`config.mk`:
```
export PLATFORM = sky130hd
export DESIGN_NAME = mac_seq
export DESIGN_NICKNAME = d
export VERILOG_FILES = /design/src/rtl/mac_seq.sv
export SDC_FILE = /design/constraint.sdc
export NUM_CORES = 1
export LEC_CHECK = 0
export CAP_MARGIN = 30
export CELL_PAD_IN_SITES_DETAIL_PLACEMENT = 0
export CELL_PAD_IN_SITES_GLOBAL_PLACEMENT = 1
export CORE_MARGIN = 10
export CORE_UTILIZATION = 30
export CTS_BUF_LIST = sky130_fd_sc_hd__clkbuf_16
export CTS_CLUSTER_DIAMETER = 40
export DETAILED_ROUTE_END_ITERATION = 10
export HOLD_SLACK_MARGIN = 0.05
export PLACE_DENSITY = 0.84
export REMOVE_ABC_BUFFERS = 1
export SYNTH_ARGS = -nofsm -noshare
export SYNTH_HDL_FRONTEND = slang
export SYNTH_SLANG_ARGS = --single-unit
```
`constraint.sdc`:
```
create_clock -name clk -period 1.72 [get_ports clk]
set_input_delay 0.43 -clock clk [delete_from_list [all_inputs] [get_ports clk]]
set_output_delay 0.43 -clock clk [all_outputs]
set_load 0.03 [all_outputs]
```
`src/rtl/mac_seq.sv`:
```
// Multiply-accumulate sequencer: feeds operand pairs to an external mul, sums products via an
// external combinational adder and emits the dot product. Optional macro MAC_SAT_EN saturates acc.
module mac_seq #(
    parameter int MAX_WAIT = 2000
) (
    input  logic        clk,
    input  logic        rst,
    input  logic        in_valid,
    output logic        in_ready,
    input  logic [7:0]  in_a,
    input  logic [7:0]  in_b,
    input  logic        in_last,
    output logic        out_valid,
    input  logic        out_ready,
    output logic [15:0] acc_out,
    output logic        ovf,
    output logic        err,
    output logic [7:0]  mul_a,
    output logic [7:0]  mul_b,
    output logic        mul_start,
    input  logic        mul_busy,
    input  logic [15:0] mul_result,
    output logic [15:0] sum_in_a,
    output logic [15:0] sum_in_b,
    input  logic [15:0] sum_out,
    output logic [2:0]  dbg_state
);

    // Handshakes: a transfer happens on a rising edge where valid && ready are both high.
    // in_valid is only looked at in IDLE; out_valid holds acc_out/ovf stable until out_ready.

    typedef enum logic [2:0] {
        S_IDLE  = 3'd0,
        S_START = 3'd1,
        S_GUARD = 3'd2,
        S_WAIT  = 3'd3,
        S_ACC   = 3'd4,
        S_DONE  = 3'd5,
        S_ERR   = 3'd6
    } state_t;

    localparam int CW = $clog2(MAX_WAIT + 1);

    state_t      r_state;
    state_t      w_next;
    logic [7:0]  r_a;
    logic [7:0]  r_b;
    logic        r_last;
    logic [15:0] r_prod;
    logic [15:0] r_acc;
    logic        r_ovf;
    logic        r_err;
    logic [CW-1:0] r_cnt;
    logic        w_carry;
    logic        w_timeout;

    assign w_carry   = (sum_out < r_acc);
    assign w_timeout = (r_cnt == CW'(MAX_WAIT - 1));

    always_ff @(posedge clk or negedge rst) begin
        if (!rst) r_state <= S_IDLE;
        else      r_state <= w_next;
    end

    always_comb begin
        w_next    = r_state;
        in_ready  = 1'b0;
        mul_start = 1'b0;
        out_valid = 1'b0;
        acc_out   = 16'h0000;
        ovf       = 1'b0;
        sum_in_a  = 16'h0000;
        sum_in_b  = 16'h0000;
        case (r_state)
            S_IDLE: begin
                in_ready = 1'b1;
                if (in_valid) w_next = S_START;
            end
            S_START: begin
                mul_start = 1'b1;
                w_next    = S_GUARD;
            end
            S_GUARD: w_next = S_WAIT;
            S_WAIT: begin
                if (!mul_busy)      w_next = S_ACC;
                else if (w_timeout) w_next = S_ERR;
            end
            S_ACC: begin
                sum_in_a = r_acc;
                sum_in_b = r_prod;
                w_next   = r_last ? S_DONE : S_IDLE;
            end
            S_DONE: begin
                out_valid = 1'b1;
                acc_out   = r_acc;
                ovf       = r_ovf;
                if (out_ready) w_next = S_IDLE;
            end
            S_ERR:   w_next = S_ERR;
            default: w_next = S_IDLE;
        endcase
    end

    always_ff @(posedge clk or negedge rst) begin
        if (!rst) begin
            r_a    <= 8'h00;
            r_b    <= 8'h00;
            r_last <= 1'b0;
            r_prod <= 16'h0000;
            r_acc  <= 16'h0000;
            r_ovf  <= 1'b0;
            r_err  <= 1'b0;
            r_cnt  <= '0;
        end else begin
            case (r_state)
                S_IDLE: begin
                    if (in_valid) begin
                        r_a    <= in_a;
                        r_b    <= in_b;
                        r_last <= in_last;
                    end
                end
                S_GUARD: r_cnt <= '0;
                S_WAIT: begin
                    if (!mul_busy)      r_prod <= mul_result;
                    else if (w_timeout) r_err  <= 1'b1;
                    else                r_cnt  <= r_cnt + 1'b1;
                end
                S_ACC: begin
`ifdef MAC_SAT_EN
                    // Once saturated, the vector stays pinned at full scale.
                    if (w_carry || r_ovf) r_acc <= 16'hFFFF;
                    else                  r_acc <= sum_out;
`else
                    r_acc <= sum_out;
`endif
                    if (w_carry) r_ovf <= 1'b1;
                end
                S_DONE: begin
                    if (out_ready) begin
                        r_acc <= 16'h0000;
                        r_ovf <= 1'b0;
                    end
                end
                default: ;
            endcase
        end
    end

    assign mul_a     = r_a;
    assign mul_b     = r_b;
    assign err       = r_err;
    assign dbg_state = r_state;

endmodule
```
==> run summary, run 1 <==
commonest non-fill, non-tap cell in the layout: dfrtp_1
routability cong.: 0.777
vias in the first global route: 3,113
CTS root buf: clkbuf_16
maxcap violations: 0
most frequent cells in the layout: 65 x dfrtp_1, 54 x buf_6, 51 x clkdlybuf4s50_1
Initial Util: 30.6%
Hold Crit Class: in2async
multiplexer share of the synthesized area: 13.0%
number of diodes: 0
TritonCTS Buffers: 9
largest net degree at the start of global routing: 27
peak supply drop: 0.858 mV
Final ANT Viol Nets: 0
# H-tree levels: 3
cell area after synthesis: 3320 um2
relative slew slack: 68.9%
register bit total from synthesis: 65
Area growth syn-to-layout: 71.1%
Vias/cell: 4.70
wire per inst: 16.3 um
GRT Total Usage: 12.3%
post-synthesis compound-gate area fraction: 8.71%
final hold vios: 0
worst setup margin: -0.280 ns
PwrDens: 1510 nW/um2
synth warn: 0
DP HPWL: 7020 um
Critical Path AT: 1.57 ns
clk buf depth: 2
status: complete, but fails checks
setup violators final: 69
adder-cell share of the synthesized area: 6.03%
Worst Tran Pin Value: 0.465 ns
Lkg Pwr: 2.61 nW
die width: 125 um
CP Class: reg2out
fin. max-slew vios: 0
post-synthesis xor/xnor area fraction: 1.32%
Setup TNS Final: -14.21 ns
failing checks: negative setup slack
clk_lat worst skew: 0.33 ns
clock skew: 0.00486 ns
TritonRoute pass-1 iters: 4
Die Area: 15,700 um2
Peak Freq: 500 MHz
layout cells sized above 1: 41.1%
I/O Pins: 126
Hold Buf Count CTS: 0
port buffer count: 125
drt drc: 0
Final period util: 116%
register area share after synthesis: 49.0%
Post-Route WL: 10,000 um
Remaining Overflow, GRT: 0
pre-CTS worst setup slack: -0.523 ns
post-route cell area: 5680 um2
Post-Synth Simple-Gate Area: 17.9%
largest family of logic cells by synthesized area: simple AND/OR/NAND/NOR gates
min Tclk post-route: 2.00 ns
CTS tree: yes
Mapped Cells: 306
row count: 38
initial drt markers: 72
CTS clk-pin slew, worst paths: 0.05 ns
first-pass GRT wire length: 16,000 um
initial antenna violation count: 0
Final Core Density: 52.4%
Avg Inst Size Synth: 10.8 um2
routed vias: 2,892
core footprint: 10,800 um2
Netlist cell types: 40
CP max FO: 6
startpoint types: flip-flop
total clock sinks: 65
Die Ht: 125 um
Placed Instance Area: 4760 um2
RSZ-0062 raised after global routing: true
Required @ worst endpoint: 1.29 ns
critical path capture point type: primary output
# nets final: 541
==> area by class of cell <==
class                      count  area [um2]
clock buffer                   9         225
inverter                      18        71.3
tap                          140         175
sequential                    65        1630
timing repair buffer         168        1760
fill                         956        5160
multi-input combinational    209        1770
clock inverter                 6        52.6
==> sequential cells by signal (all words and copies together) (netlist names) <==
name,cells
err,1
r_prod,16
r_acc,16
r_last,1
r_cnt,11
mul_b,8
r_ovf,1
mul_a,8
dbg_state,3
==> metal layers <==
layer | GRT usage [%] | wire (um) | up-vias | share of wire, %
met5 | 0 | 0 | - | 0
met4 | 3.59 | 77 | 0 | 0.77
met3 | 6.13 | 928 | 9 | 9.3
met2 | 20.6 | 4990 | 81 | 50
met1 | 13.4 | 4030 | 1413 | 40
li1 | - | - | 1389 | -
==> path summary, 6_finish.rpt <==
check                             start           to  slack [ns]  cells after the start
setup / recovery           dbg_state[1]  acc_out[13]       -0.28                      5
setup reg to reg           dbg_state[1]        r_ovf       -0.20                     10
min in group clk                    err          err        0.47                      1
max in group asynchronous           rst    r_prod[3]        1.18                      2
hold reg to reg                     err          err        0.47                      1
hold / removal                      rst     mul_b[4]        0.05                      1
==> worst max-delay path, stage by stage (launching register included) <==
cell        delay, ns
dfrtp_1          0.41
and3b_2          0.29
clkinvlp_4       0.10
buf_4            0.17
nor2_1           0.10
buf_4            0.17
==> where the power goes <==
group	internal, mW	total [mW]	switching [mW]
combinational	2.10	4.31	2.21
clock	1.09	1.73	0.637
sequential	2.15	2.54	0.388
==> synth_stat cells (all sizes together) <==
master | number | area, um2
dfrtp | 65 | 1630
and2 | 36 | 225
mux2 | 33 | 372
nor2 | 24 | 90.1
nand2 | 22 | 82.6
inv | 18 | 67.6
a22o | 16 | 140
ha | 16 | 200
a21oi | 7 | 35.0
buf | 7 | 40.0
clkbuf | 7 | 26.3
nor3 | 7 | 40.0
mux2i | 6 | 60.1
nand3 | 5 | 25.0
nand4 | 4 | 25.0
o21ai | 4 | 20.0
xnor2 | 4 | 35.0
nor3b | 3 | 27.5
a2bb2oi | 2 | 17.5
a31oi | 2 | 18.8
nand2b | 2 | 12.5
nor4 | 2 | 12.5
a2111o | 1 | 11.3
and3 | 1 | 6.26
and3b | 1 | 8.76
and4 | 1 | 8.76
nand3b | 1 | 7.51
nand4b | 1 | 15.0
nor2b | 1 | 6.26
o2111ai | 1 | 8.76
o21a | 1 | 7.51
o21bai | 1 | 7.51
o22ai | 1 | 6.26
o31a | 1 | 8.76
o31ai | 1 | 7.51
xor2 | 1 | 8.76
==> kinds of logic after synthesis <==
group / after synthesis
mux: 39
simple gates: 111
fa+ha+maj: 16
xor+xnor: 5
compound gates: 38
buf+inv: 32
flops: 65
==> through the flow <==
step                      hold WS (ns)  total power, mW  cells
final                           0.0492             8.58    615
after global routing            0.0787             9.18    615
after CTS                       0.0630             8.31    603
after detailed placement         0.416             6.23    578
after global placement           0.404             6.17    578
after floorplan                  0.134             4.66    292
==> repair_timing <==
action	4_1_cts	5_1_grt
setup buffers	11	13
setup endpoints to repair	70	93
gates cloned	1	3
gates resized for setup	98	44
pin swaps	12	19
No activity file was read; power rests on OpenSTA's default activity.
==> inputs of run 2 (changes only) <==
==> constraint.sdc (replaced) <==
create_clock -name clk -period 1.72 [get_ports clk]
set_input_delay 0.172 -clock clk [delete_from_list [all_inputs] [get_ports clk]]
set_output_delay 0.172 -clock clk [all_outputs]
set_load 0.03 [all_outputs]
==> run 2 against run 1 <==
Compared with the run above: the run still ends with negative setup slack left; sequential share of layout area barely moved; utilization rose by 0.069 points; setup slack gained 0.23 ns; flip-flop and latch count unchanged; hold slack better by 0.36 ns; register-to-register slack better by 0.24 ns; largest power group unchanged; highest routed layer unchanged.
==> run summary, run 2 (same netlist as run 1, synthesis figures left out) <==
status: complete, but fails checks
failing checks: negative setup slack
Worst Tran Pin Value: 0.359 ns
largest net degree at the start of global routing: 66
fin. max-slew vios: 0
CP Class: reg2out
FILL cells: 972
PwrDens: 1560 nW/um2
Required @ worst endpoint: 1.55 ns
final hold vios: 0
relative slew slack: 76.1%
total clock sinks: 65
critical path capture point type: primary output
Hold Crit Class: in2async
layout cells sized above 1: 41.6%
# H-tree levels: 3
Final Core Density: 52.4%
peak supply drop: 0.819 mV
clk_lat worst skew: 0.33 ns
Area growth syn-to-layout: 71.3%
CTS clk-pin slew, worst paths: 0.06 ns
worst setup margin: -0.0502 ns
initial drt markers: 82
CP max FO: 14
biggest regs: r_acc x16, r_prod x16, r_cnt x11
initial antenna violation count: 0
total power: 8.86 mW
non-filler cells, final: 614
GRT Total Usage: 12.8%
CTS tree: yes
core footprint: 10,800 um2
CP max stage cell: dfrtp_2
RSZ-0062 raised after global routing: true
# nets final: 539
routability cong.: 0.793
DP HPWL: 7080 um
Critical Path AT: 1.60 ns
Remaining Overflow, GRT: 0
Placed Cells: 575
row count: 38
TritonRoute pass-1 iters: 5
setup violators final: 38
port buffer count: 125
I/O Pins: 126
number of diodes: 0
die width: 125 um
routed vias: 2,895
Final ANT Viol Nets: 0
Multi-input gate area: 1780 um2
slowest stage delay, CP: 0.44 ns
Die Area: 15,700 um2
Vias/cell: 4.71
commonest non-fill, non-tap cell in the layout: clkdlybuf4s50_1
vias in the first global route: 3,173
clock skew: 0.00765 ns
startpoint types: flip-flop
Final period util: 103%
most frequent cells in the layout: 69 x clkdlybuf4s50_1, 62 x dfrtp_1, 53 x buf_6
CP cell instances: and3b_2, clkinvlp_4, buf_12, nor2_2, buf_6
wire per inst: 16.5 um
register area: 1630 um2
TritonCTS Buffers: 9
first-pass GRT wire length: 16,600 um
hold_ws: 0.409 ns
Post-Route WL: 10,100 um
min Tclk post-route: 1.77 ns
Die Ht: 125 um
maxcap violations: 0
CTS root buf: clkbuf_16
clk buf depth: 2
drt drc: 0
Peak Freq: 565 MHz
Lkg Pwr: 2.55 nW
Initial Util: 30.6%
Setup TNS Final: -0.736 ns
run 2: routing by layer:
metal | wire (um) | part of all wire, % | track usage (%)
met5 | 0 | 0 | 0
met4 | 115 | 1.1 | 5.56
met3 | 920 | 9.1 | 5.58
met2 | 5030 | 50 | 21.1
met1 | 4040 | 40 | 14.1
run 2: worst paths after layout:
path | slack, ns | start | endpoint | cells after the start
worst max-delay path | -0.05 | dbg_state[1] | acc_out[13] | 5
worst min-delay path | 0.41 | rst | r_cnt[10] | 3
worst max register to register | 0.04 | dbg_state[1] | mul_b[3] | 6
worst min register to register | 0.48 | err | err | 1
max in group asynchronous | 1.02 | rst | r_acc[4] | 3
min in group clk | 0.45 | in_a[6] | mul_a[6] | 2
run 2: power breakdown:
group / switching (mW) / leakage [nW] / internal [mW]
sequential: 0.402 / 0.809 / 2.16
combinational: 2.19 / 1.59 / 2.18
clock: 0.675 / 0.152 / 1.25
total: 3.27 / 2.55 / 5.59
run 2: stage by stage:
stage               worst slack [ns]  cell area, um2
floorplan                      -1.18            3250
global placement              -0.200            4720
detailed placement            -0.229            4720
CTS                          -0.0807            5500
global route                  -0.117            5690
finish                       -0.0502            5690
run 2: cell type report:
| cell class | count | share of cell area [%] |
|---|---|---|
| sequential | 65 | 28.7 |
| timing repair buffer | 166 | 30.3 |
| tap | 140 | 3.08 |
| inverter | 18 | 1.25 |
| multi-input combinational | 209 | 31.3 |
| clock inverter | 7 | 1.50 |
| clock buffer | 9 | 3.96 |
run 2: timing repair:
action,CTS,global route
gates resized for setup,91,39
buffers inserted,15,9
endpoints found under the hold margin,65,0
cloned,1,1
hold buffers,1,0
setup endpoints to repair,54,75
pin swaps,4,10
run 2: worst max-delay path: cells and delay by family, from the launching register on:
kind | cells | cell delay [ns]
buffers and inverters | 3 | 0.43
AND/OR/NAND/NOR | 2 | 0.40
flip-flops | 1 | 0.44
==> inputs of run 3 (changes only) <==
GPL_ROUTABILITY_DRIVEN = 0   (was unset)
==> results of run 3 <==
Final layout, timing and power as in run 2 (identical DEF).
==> RTL change 1, RTL diff (flow settings as in run 3) <==
Register the output `ovf`, with the module's reset; this adds one clock of latency there. The other outputs are not delayed to match.
--- a/src/rtl/mac_seq.sv
+++ b/src/rtl/mac_seq.sv
@@ -41,6 +41,8 @@
 
     localparam int CW = $clog2(MAX_WAIT + 1);
 
+    logic ovf_d;
+
     state_t      r_state;
     state_t      w_next;
     logic [7:0]  r_a;
@@ -68,7 +70,7 @@
         mul_start = 1'b0;
         out_valid = 1'b0;
         acc_out   = 16'h0000;
-        ovf       = 1'b0;
+        ovf_d     = 1'b0;
         sum_in_a  = 16'h0000;
         sum_in_b  = 16'h0000;
         case (r_state)
@@ -93,7 +95,7 @@
             S_DONE: begin
                 out_valid = 1'b1;
                 acc_out   = r_acc;
-                ovf       = r_ovf;
+                ovf_d     = r_ovf;
                 if (out_ready) w_next = S_IDLE;
             end
             S_ERR:   w_next = S_ERR;
@@ -152,4 +154,12 @@
     assign err       = r_err;
     assign dbg_state = r_state;
 
+    always_ff @(posedge clk or negedge rst) begin
+        if (!rst) begin
+            ovf <= '0;
+        end else begin
+            ovf <= ovf_d;
+        end
+    end
+
 endmodule
Check against the original RTL: same outputs for any inputs over 10 cycles, from zero or initial values and one cycle with rst low; that may be too few to reach the edited logic, so the function may still have changed.
==> RTL change 1 against run 3 <==
The flow still finishes with violations (negative setup slack). Design area rose by 3.9%. Sequential share of layout area is 0.66 points lower. Sequential cell count rose by 1. Power shrank 1.8%. Fmax is 3.8% lower. Non-clock buffer count is 16 higher. Routed wire length is 9.0% higher. Worst setup slack got worse by 0.070 ns. Synthesized area up 3.9%. Critical endpoint unchanged. Highest routed layer unchanged.
==> RTL change 1: results (changes against run 3) <==
[run_status]
status=complete, but fails checks  ; unchanged
violations=negative setup slack  ; unchanged

[setup_path]
cp_max_fo=5  ; was 14
r2r_start=r_acc[13]  ; was dbg_state[1]
worstPathArrival_ns=1.67  ; was 1.60 ns
ff2ff_setup_slack_ns=-0.04  ; was 0.04 ns

[grt]
grt_use_met1=0.1435  ; was 0.1410
grtUsageTotal=0.1247  ; was 0.1281
first_global_vias=3236  ; was 3173
grt_first_pass_wirelength_um=16600  ; was 16640 µm

[final_layout]
num-multi-input-gates=214  ; was 209
drive_gt1_frac=0.4300  ; was 0.4156
register_area_um2=1655  ; was 1630 µm²
multi_input_area_share=0.3083  ; was 0.3127
buf_share=0.3185  ; was 0.3026
nets=565  ; was 539
n_all_buffers=182  ; was 166
instances_no_fill=643  ; was 614

[sta]
tightestPinTransition_ns=0.5180  ; was 0.3586 ns
setup_viol_count_final=49  ; was 38
setup_slack_ns=-0.1202  ; was -0.05025 ns

[detailed_routing]
drt-total-wl_um=11010  ; was 10110 µm
vias_per_cell=4.806  ; was 4.715
wl_met1_um=4609  ; was 4043 µm

[place]
dp_slack_ns=-0.2396  ; was -0.2287 ns

[power]
cellInternalPower_w=0.005508  ; was 0.005592 W
power_frac_comb=0.488  ; was 0.493
irDropWorstVdd_mv=1.121  ; was 0.8186 mV
p_clk_frac=0.205  ; was 0.218

[synth]
synth_top_cells_by_area=dfrtp_1, mux2_2, and2_1, ha_1, a22o_1  ; unchanged
avgSynthCellArea_um2=10.84  ; about the same
synth_xor_area_frac=0.002540  ; was 0.01320

[clock_tree]
clkSinkCount=66  ; was 65

==> RTL change 1: cell count changes in the layout (fill, tap and decap cells not counted), moves of 7 or more <==
cell	before	now
and2_4	24	39
buf_4	29	41
inv_1	17	24
nand2_1	22	10
nor2_2	12	0
o21ai_0	4	12
==> RTL change 1: stage by stage <==
| stage | total power (W) | setup TNS [ns] | util |
|---|---|---|---|
| 2_1_floorplan | 0.004669 | -48.93 | - |
| 3_3_place_gp | 0.006201 | -0.2548 | 0.4384 |
| 3_5_place_dp | 0.006300 | -0.4189 | 0.4384 |
| 4_1_cts | 0.008287 | -1.619 | 0.4842 |
| 5_1_grt | 0.009273 | -6.488 | 0.5219 |
| 6_report | 0.008708 | -3.063 | 0.5219 |
==> RTL change 1: timing repair <==
action / in CTS / in global routing
endpoints found under the hold margin: 17 / 0
pin swaps: 2 / 15
hold buffers: 1 / 0
buffers inserted: 8 / 11
cloned: 1 / 5
resized for setup: 51 / 78
endpoints found under the setup margin: 63 / 75
==> RTL change 2, RTL diff (config.mk and constraints of run 3) <==
Made on the original files. Set the parameter `MAX_WAIT` to 4000 (it was 2000).
--- a/src/rtl/mac_seq.sv
+++ b/src/rtl/mac_seq.sv
@@ -1,7 +1,7 @@
 // Multiply-accumulate sequencer: feeds operand pairs to an external mul, sums products via an
 // external combinational adder and emits the dot product. Optional macro MAC_SAT_EN saturates acc.
 module mac_seq #(
-    parameter int MAX_WAIT = 2000
+    parameter int MAX_WAIT = 4000
 ) (
     input  logic        clk,
     input  logic        rst,
Check against the original RTL: same outputs for any inputs over 10 cycles, from zero or initial values and one cycle with rst low; that may be too few to reach the edited logic, so the function may still have changed.
==> RTL change 2 against run 3 <==
Routed wire length is 7.6% higher. Sequential share of layout area is 0.46 points higher. Highest routed layer unchanged. Design area is 0.13% lower. Power is 5.0% lower. Synthesized area is 4.7% higher. Sequential cell count is 1 higher. Sequential power hardly changed. Worst setup slack better by 0.022 ns. Largest power group unchanged. The run still ends with negative setup slack left.
==> RTL change 2: results (changes against run 3) <==
[setup_path]
cp_max_fo=6  ; was 14
crit_family=simple AND/OR/NAND/NOR gates  ; was flip-flops
r2r_start=r_cnt[1]  ; was dbg_state[1]
slowest_stage=or4_1  ; was dfrtp_2
crit_type=reg2reg  ; was reg2out
crit_end=r_cnt[11]  ; was acc_out[13]
worstPathArrival_ns=2.00  ; was 1.60 ns
rr_worst_depth=7  ; was 6

[detailed_routing]
drt_pass1_iterations=4  ; was 5
drt_iter0_markers=109  ; was 82
drt-total-wl_um=10870  ; was 10110 µm
vias=3081  ; was 2895

[synth]
synthMuxAreaShare=0.1134  ; was 0.1301
synth_xor_area_frac=0.01008  ; was 0.01320
synth_fa_ha_area_frac=0.05762  ; was 0.06033
synth_cell_types=50  ; was 40
synth_common_cells=dfrtp_1, nor3_1, mux2_2, and2_1, inv_1  ; was dfrtp_1, and2_1, mux2_2, nor2_1, nand2_1
ys_ff_latch=66  ; was 65
synth.top_cell.area_share=0.4753  ; was 0.4902
synth_top_cells_by_area=dfrtp_1, mux2_2, ha_1, nor3_1, a22o_1  ; was dfrtp_1, mux2_2, and2_1, ha_1, a22o_1
ys_seq_area_frac=0.4753  ; was 0.4902

[final_layout]
buf_share=0.2913  ; was 0.3026
n_all_inverters=21  ; was 18
register_area_um2=1654  ; was 1630 µm²
clock_area_frac=0.04606  ; was 0.05458
reg.largest.list=r_acc x16, r_prod x16, r_cnt x12  ; was r_acc x16, r_prod x16, r_cnt x11
multi_input_area_um2=1846  ; was 1778 µm²
drive_gt1_frac=0.4070  ; was 0.4156
nets=554  ; was 539
num-multi-input-gates=214  ; was 209
n_all_buffers=172  ; was 166

[sta]
setup_viol_count_final=1  ; was 38
skew_ns=0.006244  ; was 0.007653 ns
drv_slew=0  ; unchanged
setup_slack_ns=-0.02790  ; was -0.05025 ns
tightestPinTransition_ns=0.3445  ; was 0.3586 ns

[clock_tree]
cts_setup_buffers=3  ; was 15
ctsResizeCount=14  ; was 91

[run_status]
status=complete, but fails checks  ; unchanged
violations=negative setup slack  ; unchanged

[power]
irDropWorstVdd_mv=0.8327  ; was 0.8186 mV
p_leak_nw=2.563  ; was 2.551 nW

[place]
dp_slack_ns=-0.1103  ; was -0.2287 ns
hpwl_um=8242  ; was 7078 µm
portBuffers=125  ; unchanged

[grt]
grt_first_pass_wirelength_um=17410  ; was 16640 µm
first_global_vias=3396  ; was 3173
grtUsageTotal=0.1316  ; was 0.1281
grt_max_degree=43  ; was 66

RTL change 2: cell count changes after synthesis, sizes merged, moves of 3 or more:
| cell | run 3 | this run |
|---|---|---|
| buf | 7 | 10 |
| nor3 | 7 | 37 |
| nand2 | 22 | 7 |
| nor2 | 24 | 14 |
| and2 | 36 | 20 |
| inv | 18 | 21 |
| mux2i | 6 | 0 |
| nand3 | 5 | 8 |
| o21ai | 4 | 10 |
| nor3b | 3 | 0 |
RTL change 2: stage by stage:
stage | area (µm²) | total power (W) | hold slack (ns) | std cells | utilization
3_3_place_gp | 5117 | 0.006444 | 0.1048 | 611 | 0.4501
2_1_floorplan | 3395 | 0.004710 | -0.1236 | 301 | -
3_5_place_dp | 5117 | 0.006538 | 0.1013 | 611 | 0.4501
5_1_grt | 5678 | 0.009007 | 0.3459 | 632 | 0.4994
6_report | 5678 | 0.008423 | 0.3165 | 632 | 0.4994
4_1_cts | 5463 | 0.008327 | 0.3406 | 631 | 0.4805
RTL change 2: metal layers:
| layer | vias to the layer above | track usage | part of all wire |
|---|---|---|---|
| met5 | - | 0 | 0 |
| met4 | 0 | 0.05298 | 0.014 |
| met3 | 13 | 0.05128 | 0.079 |
| met2 | 82 | 0.2170 | 0.49 |
| met1 | 1503 | 0.1497 | 0.41 |
| li1 | 1483 | - | - |
RTL change 2: worst min path at each step:
stage,from,end,slack [ns],cells after the start
after floorplan,rst,dbg_state[0],-0.12,0
after global placement,rst,r_acc[12],0.10,1
after detailed placement,rst,r_acc[12],0.10,1
after CTS,rst,r_acc[12],0.34,2
after global routing,rst,r_acc[10],0.35,2
final,rst,r_acc[12],0.32,2
RTL change 2: where the power goes:
part	internal, W	switching (W)
sequential	0.00218	0.000382
clock	0.000955	0.000659
combinational	0.00204	0.00221
